[config.mk]
export PLATFORM = sky130hd
export DESIGN_NAME = ifmap_row_tagger
export DESIGN_NICKNAME = d
export VERILOG_FILES = /design/src/rtl/ifmap_row_tagger.sv
export SDC_FILE = /design/constraint.sdc
export NUM_CORES = 1
export LEC_CHECK = 0
export CORE_MARGIN = 5
export CORE_UTILIZATION = 44
export CTS_CLUSTER_DIAMETER = 150
export DETAILED_ROUTE_END_ITERATION = 10
export GPL_TIMING_DRIVEN = 0
export PLACE_DENSITY = 0.76
export SYNTH_ARGS = -nofsm -noshare
export SYNTH_HDL_FRONTEND = slang
export SYNTH_SLANG_ARGS = --single-unit
[constraint.sdc]
create_clock -name clk -period 2.3 [get_ports clk]
set_input_delay 0.345 -clock clk [delete_from_list [all_inputs] [get_ports clk]]
set_output_delay 0.345 -clock clk [all_outputs]
set_load 0.05 [all_outputs]
[src/rtl/ifmap_row_tagger.sv]
// rtl/ifmap_row_tagger.sv - tags ifmap pixels with row start/end flags ahead of the circular buffer
// Ports:
//   clk, rst                    : clock, synchronous active-high reset
//   start                       : frame launch pulse, honoured only when idle
//   row_len, num_rows           : frame geometry, latched on an accepted start
//   pad                         : (ROW_TAGGER_PAD_EN only) per-row zero padding, latched on start
//   in_valid, in_data, in_ready : upstream pixel handshake
//   buf_ready, write_en         : push handshake into the ifmap circular buffer
//   out_data                    : pushed word {start_flag, end_flag, pixel}
//   busy, done                  : frame activity and one-cycle completion pulse
// Build option: define ROW_TAGGER_PAD_EN to add a leading and trailing zero word to every row.
module ifmap_row_tagger #(
  parameter int DATA_WIDTH = 16,
  parameter int MAX_ROW    = 32,
  parameter int CNT_W      = $clog2(MAX_ROW + 1)
) (
  input  logic                  clk,
  input  logic                  rst,
  input  logic                  start,
  input  logic [CNT_W-1:0]      row_len,
  input  logic [CNT_W-1:0]      num_rows,
`ifdef ROW_TAGGER_PAD_EN
  input  logic                  pad,
`endif
  input  logic                  in_valid,
  input  logic [DATA_WIDTH-1:0] in_data,
  output logic                  in_ready,
  input  logic                  buf_ready,
  output logic                  write_en,
  output logic [DATA_WIDTH+1:0] out_data,
  output logic                  busy,
  output logic                  done
);

  typedef enum logic [1:0] {ST_IDLE, ST_STREAM, ST_DRAIN, ST_DONE} state_t;
  state_t state, state_nxt;

  logic [CNT_W-1:0]      row_len_q, num_rows_q;
  logic [CNT_W-1:0]      col_cnt, row_cnt;
  logic                  out_vld;
  logic [DATA_WIDTH+1:0] out_reg;
  logic [DATA_WIDTH+1:0] load_word;
  logic                  slot_free, start_ok, load, row_end, frame_end;
  logic                  last_col, last_row;

`ifdef ROW_TAGGER_PAD_EN
  // Position inside a padded row: leading zero word, pixels, trailing zero word.
  typedef enum logic [1:0] {PH_LEAD, PH_PIX, PH_TRAIL} phase_t;
  phase_t phase;
  logic   pad_q;
`endif

  // The output register can take a new word if empty or being drained this cycle.
  assign slot_free = !out_vld || buf_ready;
  assign start_ok  = start && (state == ST_IDLE);
  assign last_col  = (col_cnt == row_len_q - CNT_W'(1));
  assign last_row  = (row_cnt == num_rows_q - CNT_W'(1));
  assign frame_end = row_end && last_row;

  // State register
  always_ff @(posedge clk) begin
    if (rst) state <= ST_IDLE;
    else     state <= state_nxt;
  end

  // Next-state logic
  always_comb begin
    state_nxt = state;
    case (state)
      ST_IDLE: begin
        if (start) begin
          // A zero-sized frame has nothing to stream and completes immediately.
          if (row_len == '0 || num_rows == '0) state_nxt = ST_DONE;
          else                                 state_nxt = ST_STREAM;
        end
      end
      ST_STREAM: if (frame_end) state_nxt = ST_DRAIN;
      ST_DRAIN:  if (slot_free) state_nxt = ST_DONE;
      ST_DONE:   state_nxt = ST_IDLE;
      default:   state_nxt = ST_IDLE;
    endcase
  end

  // Output logic
  always_comb begin
    busy     = (state == ST_STREAM) || (state == ST_DRAIN);
    done     = (state == ST_DONE);
    write_en = out_vld && buf_ready;
    out_data = out_reg;
  end

  // Word source selection: upstream pixel, or an internally generated pad word.
  always_comb begin
    in_ready  = (state == ST_STREAM) && slot_free;
    load      = in_valid && in_ready;
    load_word = {col_cnt == '0, last_col, in_data};
    row_end   = load && last_col;
`ifdef ROW_TAGGER_PAD_EN
    if (pad_q) begin
      // Pad words need no upstream pixel, so upstream is held off while they load.
      in_ready = (state == ST_STREAM) && slot_free && (phase == PH_PIX);
      load     = (state == ST_STREAM) && slot_free && ((phase != PH_PIX) || in_valid);
      row_end  = load && (phase == PH_TRAIL);
      case (phase)
        PH_LEAD: load_word = {2'b10, {DATA_WIDTH{1'b0}}};
        PH_PIX:  load_word = {2'b00, in_data};
        default: load_word = {2'b01, {DATA_WIDTH{1'b0}}};
      endcase
    end
`endif
  end

  // Frame geometry latches and row/column position
  always_ff @(posedge clk) begin
    if (rst) begin
      row_len_q  <= '0;
      num_rows_q <= '0;
      col_cnt    <= '0;
      row_cnt    <= '0;
`ifdef ROW_TAGGER_PAD_EN
      pad_q      <= 1'b0;
      phase      <= PH_LEAD;
`endif
    end else if (start_ok) begin
      row_len_q  <= row_len;
      num_rows_q <= num_rows;
      col_cnt    <= '0;
      row_cnt    <= '0;
`ifdef ROW_TAGGER_PAD_EN
      pad_q      <= pad;
      phase      <= PH_LEAD;
`endif
    end else if (load) begin
`ifdef ROW_TAGGER_PAD_EN
      if (pad_q) begin
        case (phase)
          PH_LEAD: phase <= PH_PIX;
          PH_PIX: begin
            if (last_col) begin
              col_cnt <= '0;
              phase   <= PH_TRAIL;
            end else begin
              col_cnt <= col_cnt + CNT_W'(1);
            end
          end
          default: begin
            phase   <= PH_LEAD;
            row_cnt <= row_cnt + CNT_W'(1);
          end
        endcase
      end else
`endif
      if (last_col) begin
        // Next row starts on the very next pixel; no bubble between rows.
        col_cnt <= '0;
        row_cnt <= row_cnt + CNT_W'(1);
      end else begin
        col_cnt <= col_cnt + CNT_W'(1);
      end
    end
  end

  // One-entry output register; a push and a load in the same cycle keep full rate.
  always_ff @(posedge clk) begin
    if (rst) begin
      out_vld <= 1'b0;
      out_reg <= '0;
    end else if (load) begin
      out_vld <= 1'b1;
      out_reg <= load_word;
    end else if (buf_ready) begin
      out_vld <= 1'b0;
    end
  end

endmodule
==> qor.yml, run 1 <==
grt:
  grt_max_degree: 14
  antenna_found_initial: 0
  grt-busiest-layer: "met2"
  use_met3_pct: 3.48
  grt_pass1_wl_microns: 8590
  grt_pass1_vias: 1968
  met2_usage_pct: 29.1
  globalRouteMet1Util_pct: 19.8
  grt.total_usage_pct: 17.2
  overflow: 0
worst_hold_path:
  min_path_type: "primary input to register"
  hold_path_startpoint: "rst"
logic_synthesis:
  yosysUniqueCellTypes: 36
  async_reset_ff_share_pct: 0
  avgSynthCellArea_sq_um: 8.05
  yosys_warnings: 0
  synth_area_sq_um: 2190
  synthCells: 272
  yosysMostFrequentCell: "nand2_1"
  synth_edf_count: 0
  synth_area_leaders: "dfxtp_1, nand2_1, a21oi_1"
  synthTopCellsByCount: "nand2_1, dfxtp_1, a21oi_1, nor2_1"
  yosysSeqAreaShare_pct: 41.2
  synthFlopType: "dfxtp_1"
  synth.largest_area_cell: "dfxtp_1"
  ys_seq_elements: 45
  synth_top_area_share_pct: 41.2
  synth_nets: 315
timing:
  period_needed_ns: 2.44
  setup_viol: 5
  setup_ws_ns: -0.139
  worst_pin_slew_ns: 0.527
  fmax_mhz: 410
  fin_crit_sh_pct: 106
  final.setup_skew_ns: 0.00529
  rsz0062_at_grt: "true"
  hold_viol_final: 0
  slew_headroom_pct: 64.8
  maxSlewViolCount: 0
drt:
  totalWireLength_microns: 5260
  num_vias: 2011
  post_drt_wl_per_cell_microns: 12.9
  vias_per_cell: 4.94
  ant_nets: 0
  dr.pass1.iters: 4
  post-route-drc-count: 0
  drt-initial-drc-count: 54
run:
  maxCapViolCount: 0
placement:
  post_dp_cell_area_sq_um: 2800
  portBuffers: 53
  post-dp-hpwl_microns: 3890
  gp_congestion: 0.808
worst_setup_path:
  crit_buf_inv: 1
  critical_path.max_fanout: 3
  worstSetupStartpoint: "row_len_q[0]"
  arrival_ns: 2.67
  crit_slowest_cell: "or4_4"
  r2r_start: "row_len_q[0]"
  critical_path_class: "register to register"
  critPathLaunchType: "register"
  worstPathCellList: "or4_4 > or3_4 > a2111oi_4 > buf_4 > nand4_1 > a2111o_1 > o211ai_1"
  setup.worst_path.end_class: "register"
  crit_family: "simple AND/OR/NAND/NOR gates"
  slowest_delay_ns: 0.50
  crit_required_ns: 2.53
floorplan:
  rows: 25
  initial_core_util_pct: 45.7
  io_pins: 55
  core_sq_um: 4790
  die_w_microns: 80.5
  die_area_sq_um: 6480
  die_y_microns: 80.5
cts:
  clock-root-buffer: "clkbuf_8"
  h-tree-depth: 2
  cts_made_buffers: 5
  postCtsHoldBufs: 0
  cts_tree: "done"
  clock_latency_ns: 0.31
  clkTransAtPathRegs_ns: 0.08
  cts_buffer_depth: 2
  cts_sinks: 45
cells_and_area:
  drive_above_1_share_pct: 7.65
  antenna_cells: 0
  nFillCells: 425
  design_area_sq_um: 2970
  fin_util_pct: 62.1
  area_delta_synth_final_pct: 35.9
  layout.nets: 382
outcome:
  violations: "negative setup slack"
  status: "finished with violations"
pwr:
  irDropWorstVdd_mv: 0.412
  leakage_nw: 1.13
  p_per_area_nw_per_um2: 900
cell type report:
type	count	area (sq um)	share of cell area [%]
buffer	11	41.3	1.39
clock buffer	6	72.6	2.44
clock inverter	2	10.0	0.337
inverter	10	37.5	1.26
multi-input combinational	206	1230	41.4
sequential	45	907	30.5
tap	67	83.8	2.82
timing repair buffer	60	592	19.9
placed cells by master (no fill, tap or decap), types with 10 or more instances in the layout:
master            n
clkbuf_1         11
nand2_1          67
a21oi_1          34
clkdlybuf4s50_1  51
nor2_1           15
dfxtp_1          42
xnor2_1          11
xor2_1           11
ha_1             10
inv_1            10
sequential cells by signal, indices dropped and copies added (netlist names):
register / flops
col_cnt: 6
num_rows_q: 6
out_data: 18
out_vld: 1
row_cnt: 6
row_len_q: 6
state: 2
worst register-to-register path, stage by stage, from the launching register on:
cell and delay, ns:
dfxtp_4 0.35, or4_4 0.50, or3_4 0.35, a2111oi_4 0.33, buf_4 0.19, nand4_1 0.15, a2111o_1 0.39, o211ai_1 0.10
layer usage:
metal  wire length, microns  up-vias  part of all wire, %
li1                       -     1039                    -
met1                   2180      920                   42
met2                   2680       36                   51
met3                    205       16                  3.9
met4                    188        0                  3.6
met5                      0        -                    0
worst paths after layout:
path	end	slack [ns]	cells past startpoint
setup / recovery	state[1]	-0.14	7
hold / removal	num_rows_q[0]	0.40	2
hold reg to reg	out_data[9]	0.45	2
setup reg to reg	state[1]	-0.14	7
metrics by stage:
step	total power [mW]	hold WS, ns	TNS (ns)	setup slack [ns]	instances
after floorplan	1.84	0.448	-0.196	-0.0866	272
after global placement	2.16	0.441	-1.18	-0.334	392
after detailed placement	2.19	0.446	-1.56	-0.359	392
after CTS	2.68	0.403	-0.452	-0.147	407
after global routing	2.86	0.443	-0.845	-0.239	407
final	2.68	0.404	-0.383	-0.139	407
timing repair:
action / CTS / global route
resized for setup: 8 / 4
pin swaps: 6 / 5
setup buffers: 7 / 1
setup endpoints to repair: 9 / 15
cell families after synthesis:
family	count (synthesis)	share of synthesized area (%)
AND/OR/NAND/NOR	122	25.7
AO/OA/AOI/OAI	51	14.6
flip-flops	45	41.2
XOR/XNOR	22	8.80
buffers and inverters	21	3.60
adder cells (fa/ha/maj)	10	5.72
multiplexers	1	0.457
where the power goes:
group          switching, mW  internal, mW
registers             0.0869         0.888
clock network          0.271         0.211
logic                  0.755         0.464
total                   1.11          1.56
(Power assumes the default switching activity.)
==> inputs of run 2 (changes only) <==
--- a/config.mk
+++ b/config.mk
@@ -15,2 +15,3 @@
 export SYNTH_HDL_FRONTEND = slang
 export SYNTH_SLANG_ARGS = --single-unit
+export TNS_END_PERCENT = 50
==> constraint.sdc (replaced) <==
create_clock -name clk -period 2.3 [get_ports clk]
set_input_delay 0.345 -clock clk [delete_from_list [all_inputs] [get_ports clk]]
set_output_delay 0.345 -clock clk [all_outputs]
set_load 0.005 [all_outputs]
==> qor.yml, run 2 (synthesis results as in run 1) <==
outcome:
  violations: "negative setup slack"
  status: "finished with violations"
pwr:
  p_total_mw: 2.48
  leakage_nw: 1.13
  p_per_area_nw_per_um2: 828
  irDropWorstVdd_mv: 0.521
worst_hold_path:
  min_path_type: "primary input to register"
  hold_path_startpoint: "rst"
cts:
  cts_sinks: 45
  cts_tree: "done"
  clock-root-buffer: "clkbuf_8"
  cts_made_buffers: 5
  clock_latency_ns: 0.29
  postCtsHoldBufs: 0
  clkTransAtPathRegs_ns: 0.08
  cts_buffer_depth: 2
  h-tree-depth: 2
cells_and_area:
  multi_input_area_sq_um: 1230
  nFillCells: 415
  area_delta_synth_final_pct: 36.7
  layout.nets: 383
  drive_above_1_share_pct: 8.21
  final_cell_mix: "nand2_1, clkdlybuf4s50_1, dfxtp_1"
  finalNonFillerCells: 408
  regArea_sq_um: 907
  antenna_cells: 0
  final_common_cell: "nand2_1"
  fin_util_pct: 62.5
  largest_register_ffs: 18
drt:
  totalWireLength_microns: 5200
  post-route-drc-count: 0
  num_vias: 2008
  post_drt_wl_per_cell_microns: 12.7
  drt-initial-drc-count: 59
  ant_nets: 0
  vias_per_cell: 4.92
  dr.pass1.iters: 4
worst_setup_path:
  critPathLaunchType: "register"
  reg2reg_depth: 7
  r2r_end: "state[1]"
  slowest_delay_ns: 0.51
  crit_required_ns: 2.52
  critical_path_class: "register to register"
  crit_family: "simple AND/OR/NAND/NOR gates"
  setup.worst_path.end_class: "register"
  ff2ff_setup_slack_ns: -0.19
  arrival_ns: 2.71
  critical_path.max_fanout: 3
  cp.depth: 7
  crit_slowest_cell: "or4_4"
  r2r_start: "row_len_q[0]"
  crit_end: "state[1]"
  crit_buf_inv: 1
  worstPathCellList: "or4_4 > or3_4 > a2111oi_4 > buf_4 > nand4_1 > a2111o_1 > o211ai_1"
  worstSetupStartpoint: "row_len_q[0]"
floorplan:
  die_w_microns: 80.5
  rows: 25
  die_y_microns: 80.5
  die_area_sq_um: 6480
  initial_core_util_pct: 45.7
  core_sq_um: 4790
  io_pins: 55
timing:
  setup_viol: 6
  period_needed_ns: 2.49
  worst_pin_slew_ns: 0.521
  setup_ws_ns: -0.191
  maxSlewViolCount: 0
  final.setup_skew_ns: 0.00458
  hold_viol_final: 0
  fmax_mhz: 401
  rsz0062_at_grt: "true"
  slew_headroom_pct: 65.3
  fin_crit_sh_pct: 108
run:
  maxCapViolCount: 0
placement:
  portBuffers: 53
  post-dp-hpwl_microns: 3870
  placedCellCount: 392
  gp_congestion: 0.808
grt:
  overflow: 0
  grt_max_degree: 14
  antenna_found_initial: 0
  grt.total_usage_pct: 16.5
  grt_pass1_vias: 1844
  grt_pass1_wl_microns: 8450
run 2: cell types whose count changed in the layout (fill, tap and decap cells not counted), sizes merged:
cell / change
dlygate4sd2: -1
dlymetal6s2s: -1
buf: +1
clkdlybuf4s50: +2
clkbuf: +1
clkinv: -1
run 2: area by class of cell:
class / instances / area share (%)
Sequential cell: 45 / 30.3
Clock buffer: 7 / 3.22
Clock inverter: 1 / 0.167
Buffer: 11 / 1.38
Timing Repair Buffer: 61 / 19.9
Multi-Input combinational cell: 206 / 41.0
Inverter: 10 / 1.25
Tap cell: 67 / 2.80
run 2: per-stage QoR:
step                      TNS (ns)  setup WS (ns)  area (sq um)  hold WS (ns)
after global routing        -0.959         -0.259          2990         0.451
after global placement       -1.23         -0.341          2800         0.442
after detailed placement     -1.75         -0.377          2800         0.448
final                       -0.619         -0.191          2990         0.424
after CTS                   -0.603         -0.194          2990         0.428
after floorplan             -0.226        -0.0948          2190         0.448
run 2: metal layers:
layer	GRT usage [%]	vias to the layer above	wire [microns]
li1	-	1054	-
met2	29.8	23	2760
met5	0	-	0
met3	3.48	2	162
met1	20.2	929	2260
met4	3.04	0	20
run 2: report_power, final:
group          leakage [nW]  switching, mW  total, mW  internal (mW)
logic                 0.703          0.509      0.977          0.468
clock network        0.0542          0.256      0.528          0.272
registers             0.367         0.0843      0.973          0.888
run 2: how the worst min path moves through the flow:
stage / endpoint / slack, ns / cells after the start
finish: num_rows_q[0] / 0.42 / 2
global route: num_rows_q[0] / 0.45 / 2
CTS: num_rows_q[0] / 0.43 / 2
detailed placement: out_data[2] / 0.45 / 2
global placement: out_data[15] / 0.44 / 2
floorplan: num_rows_q[5] / 0.45 / 2
run 2: what timing repair did:
action | in CTS | in global routing
resized for setup | 8 | 2
setup endpoints to repair | 10 | 10
pin swaps | 6 | 1
setup buffers | 8 | 1
==> RTL change, RTL diff (config.mk and constraints of run 2) <==
Add a define of `ROW_TAGGER_PAD_EN`.
--- a/src/rtl/ifmap_row_tagger.sv
+++ b/src/rtl/ifmap_row_tagger.sv
@@ -9,6 +9,8 @@
 //   out_data                    : pushed word {start_flag, end_flag, pixel}
 //   busy, done                  : frame activity and one-cycle completion pulse
 // Build option: define ROW_TAGGER_PAD_EN to add a leading and trailing zero word to every row.
+`define ROW_TAGGER_PAD_EN
+
 module ifmap_row_tagger #(
   parameter int DATA_WIDTH = 16,
   parameter int MAX_ROW    = 32,
Interface: changed (added pad); port bits go from 55 to 56. The function was not compared with the original's and may differ.
==> RTL change against run 2 <==
  * The flow still finishes with violations (negative setup slack)
  * Sequential cell count grew 3
  * Hold slack gained 46 ps
  * Setup slack gained 130 ps
  * Total power grew 2.4%
  * Design area grew 6.4%
  * Area after synthesis grew 7.8%
  * Sequential power grew 5%
  * Routed wire length grew 17%
==> RTL change: results (changes against run 2) <==
Run status
  – Status: finished, violations left (unchanged)
  – Failing checks: negative setup slack (unchanged)

Worst setup path
  – Arr. time, crit path: 2600 ps (was 2710 ps)
  – R2R depth: 9 (was 7)
  – CP Max Fanout: 5 (was 3)
  – Crit path capture: row_cnt[4] (was state[1])
  – Worst Setup Start Kind: flip-flop (unchanged)
  – Slowest CP cell: o41a_1 (was or4_4)
  – FF-to-FF Start: row_len_q[0] (unchanged)
  – Critical Path Max Stage Delay: 500 ps

STA
  – Final Skew: 6.66 ps (was 4.58 ps)
  – Slew HR: 0.647 (was 0.653)
  – TNS Setup: -83.6 ps (was -619 ps)
  – Final Setup Violations: 3 (was 6)
  – Post-route setup slack: -58.5 ps (was -191 ps)

Yosys
  – Top FF cell, synth: dfxtp_1 (unchanged)
  – XOR/XNOR Fraction of Synth Area: 0.0705 (was 0.0881)
  – Post-synth cell types: 43 (was 36)
  – Post-synth ARST share: 0 (unchanged)
  – Adder-cell share of the synthesized area: 0.0530 (was 0.0572)
  – Post-synthesis mux area share: 0.00848 (was 0.00457)
  – Synth area leaders: dfxtp_1 41%, nand2_1 7.2%, nor2_1 5.6% (was dfxtp_1 41%, nand2_1 12%, a21oi_1 7.8%)
  – Commonest cells in the netlist: 48 x dfxtp_1, 45 x nand2_1, 35 x nor2_1, 23 x a21oi_1, 16 x a22oi_1 (was 68 x nand2_1, 45 x dfxtp_1, 34 x a21oi_1, 15 x nor2_1)
  – Syn Nets: 335 (was 315)
  – Compound-Gate Fraction of Synth Area: 0.181 (was 0.146)
  – Sequential area share after synthesis: 0.407 (was 0.412)

Place
  – Port bufs: 55 (was 53)
  – Cell Area, Placed: 3000 um^2 (was 2800 um^2)
  – Detailed Place HPWL: 4.56 mm (was 3.87 mm)
  – Gpl congestion: 0.820 (was 0.808)

GRT
  – Initial antenna violation count: 0 (unchanged)
  – Vias in the first global route: 2232 (was 1844)
  – First-pass GRT wire length: 10.3 mm (was 8.45 mm)
  – Largest net degree at the start of global routing: 17 (was 14)
  – Gr usage total: 0.178 (was 0.165)

Drt
  – 1st-iter DRT viols: 104 (was 59)
  – Wire length per cell: 14.2 um (was 12.7 um)
  – Via/cell ratio: 5.33 (was 4.92)
  – Drt first pass iters: 4 (unchanged)

Finish
  – Max reg flops: 18 (unchanged)
  – Number of diodes: 0 (unchanged)
  – Nets: 403 (was 383)
  – Layout area overhead: 34.9% (was 36.7%)
  – # fillers: 452 (was 415)
  – Share of cells above drive strength 1: 0.0639 (was 0.0821)

CTS
  – TritonCTS Buffers: 5 (unchanged)
  – Clk Latency, worst-skew pair: 310 ps (was 290 ps)
  – Root Buffer: clkbuf_8 (unchanged)

Power
  – Max VDD drop: 450 uV (was 521 uV)
  – Leakage: 1.18 nW (was 1.13 nW)

Min path
  – Min-delay worst type: flip-flop to flip-flop (was input pin to flip-flop)
RTL change: repair_timing:
action | in CTS | in global routing
gates resized for setup | 9 | 4
buffers inserted | 4 | 2
pin swaps | 7 | 6
gates cloned | 0 | 0
setup endpoints to repair | 7 | 24
RTL change: logic make-up (layout without fill, tap and decap cells):
logic type                 Yosys count  in the layout
buffers and inverters               26             95
adders and majority gates           10             10
DFF                                 48             48
AOI/OAI and AO/OA                   64             64
xor gates and xnor gates            19             19
muxes                                2              2
and+or+nand+nor                    122            122
RTL change: how the worst min path moves through the flow:
stage	start	to	slack, ps
after CTS	out_data[16]	out_data[16]	470
after floorplan	num_rows_q[5]	num_rows_q[5]	450
final	out_data[16]	out_data[16]	470
after global routing	num_rows_q[4]	num_rows_q[4]	520
after detailed placement	out_data[16]	out_data[16]	460
after global placement	out_data[16]	out_data[16]	440
RTL change: layer usage:
layer  part of all wire  vias to the layer above  wire length [um]  global-route usage
li1                   -                     1147                 -                   -
met1               0.46                     1078              2780               0.220
met2               0.46                       60              2810               0.289
met3              0.069                        8               423              0.0624
met4              0.012                        0                76              0.0535
met5                  0                        -                 0                   0
RTL change: critical path, delay by kind of cell, from the launching register on:
family,cells,cell delay [ps]
DFF,1,370
buffers and inverters,2,200
AOI/OAI and AO/OA,4,1040
adders and majority gates,1,140
and+or+nand+nor,2,540
RTL change: cell type report:
type | count | area share
timing repair buffer | 61 | 0.187
inverter | 12 | 0.0149
tap | 70 | 0.0275
clock buffer | 5 | 0.0216
buffer | 14 | 0.0165
sequential | 48 | 0.303
clock inverter | 3 | 0.00708
multi-input combinational | 217 | 0.422
RTL change: metrics by stage:
stage	std cells	setup WS, ps	total power (W)
floorplan	291	7.71	0.00163
global placement	416	-285	0.00195
detailed placement	416	-345	0.00198
CTS	428	-24.1	0.00253
global route	430	-142	0.00272
finish	430	-58.5	0.00254
RTL change: where the power goes:
group	internal (W)	total [W]	switching, W	leakage (nW)
registers	0.000932	0.00102	0.0000833	0.391
clock network	0.000218	0.000526	0.000308	0.0485
logic	0.000466	0.000996	0.000529	0.737
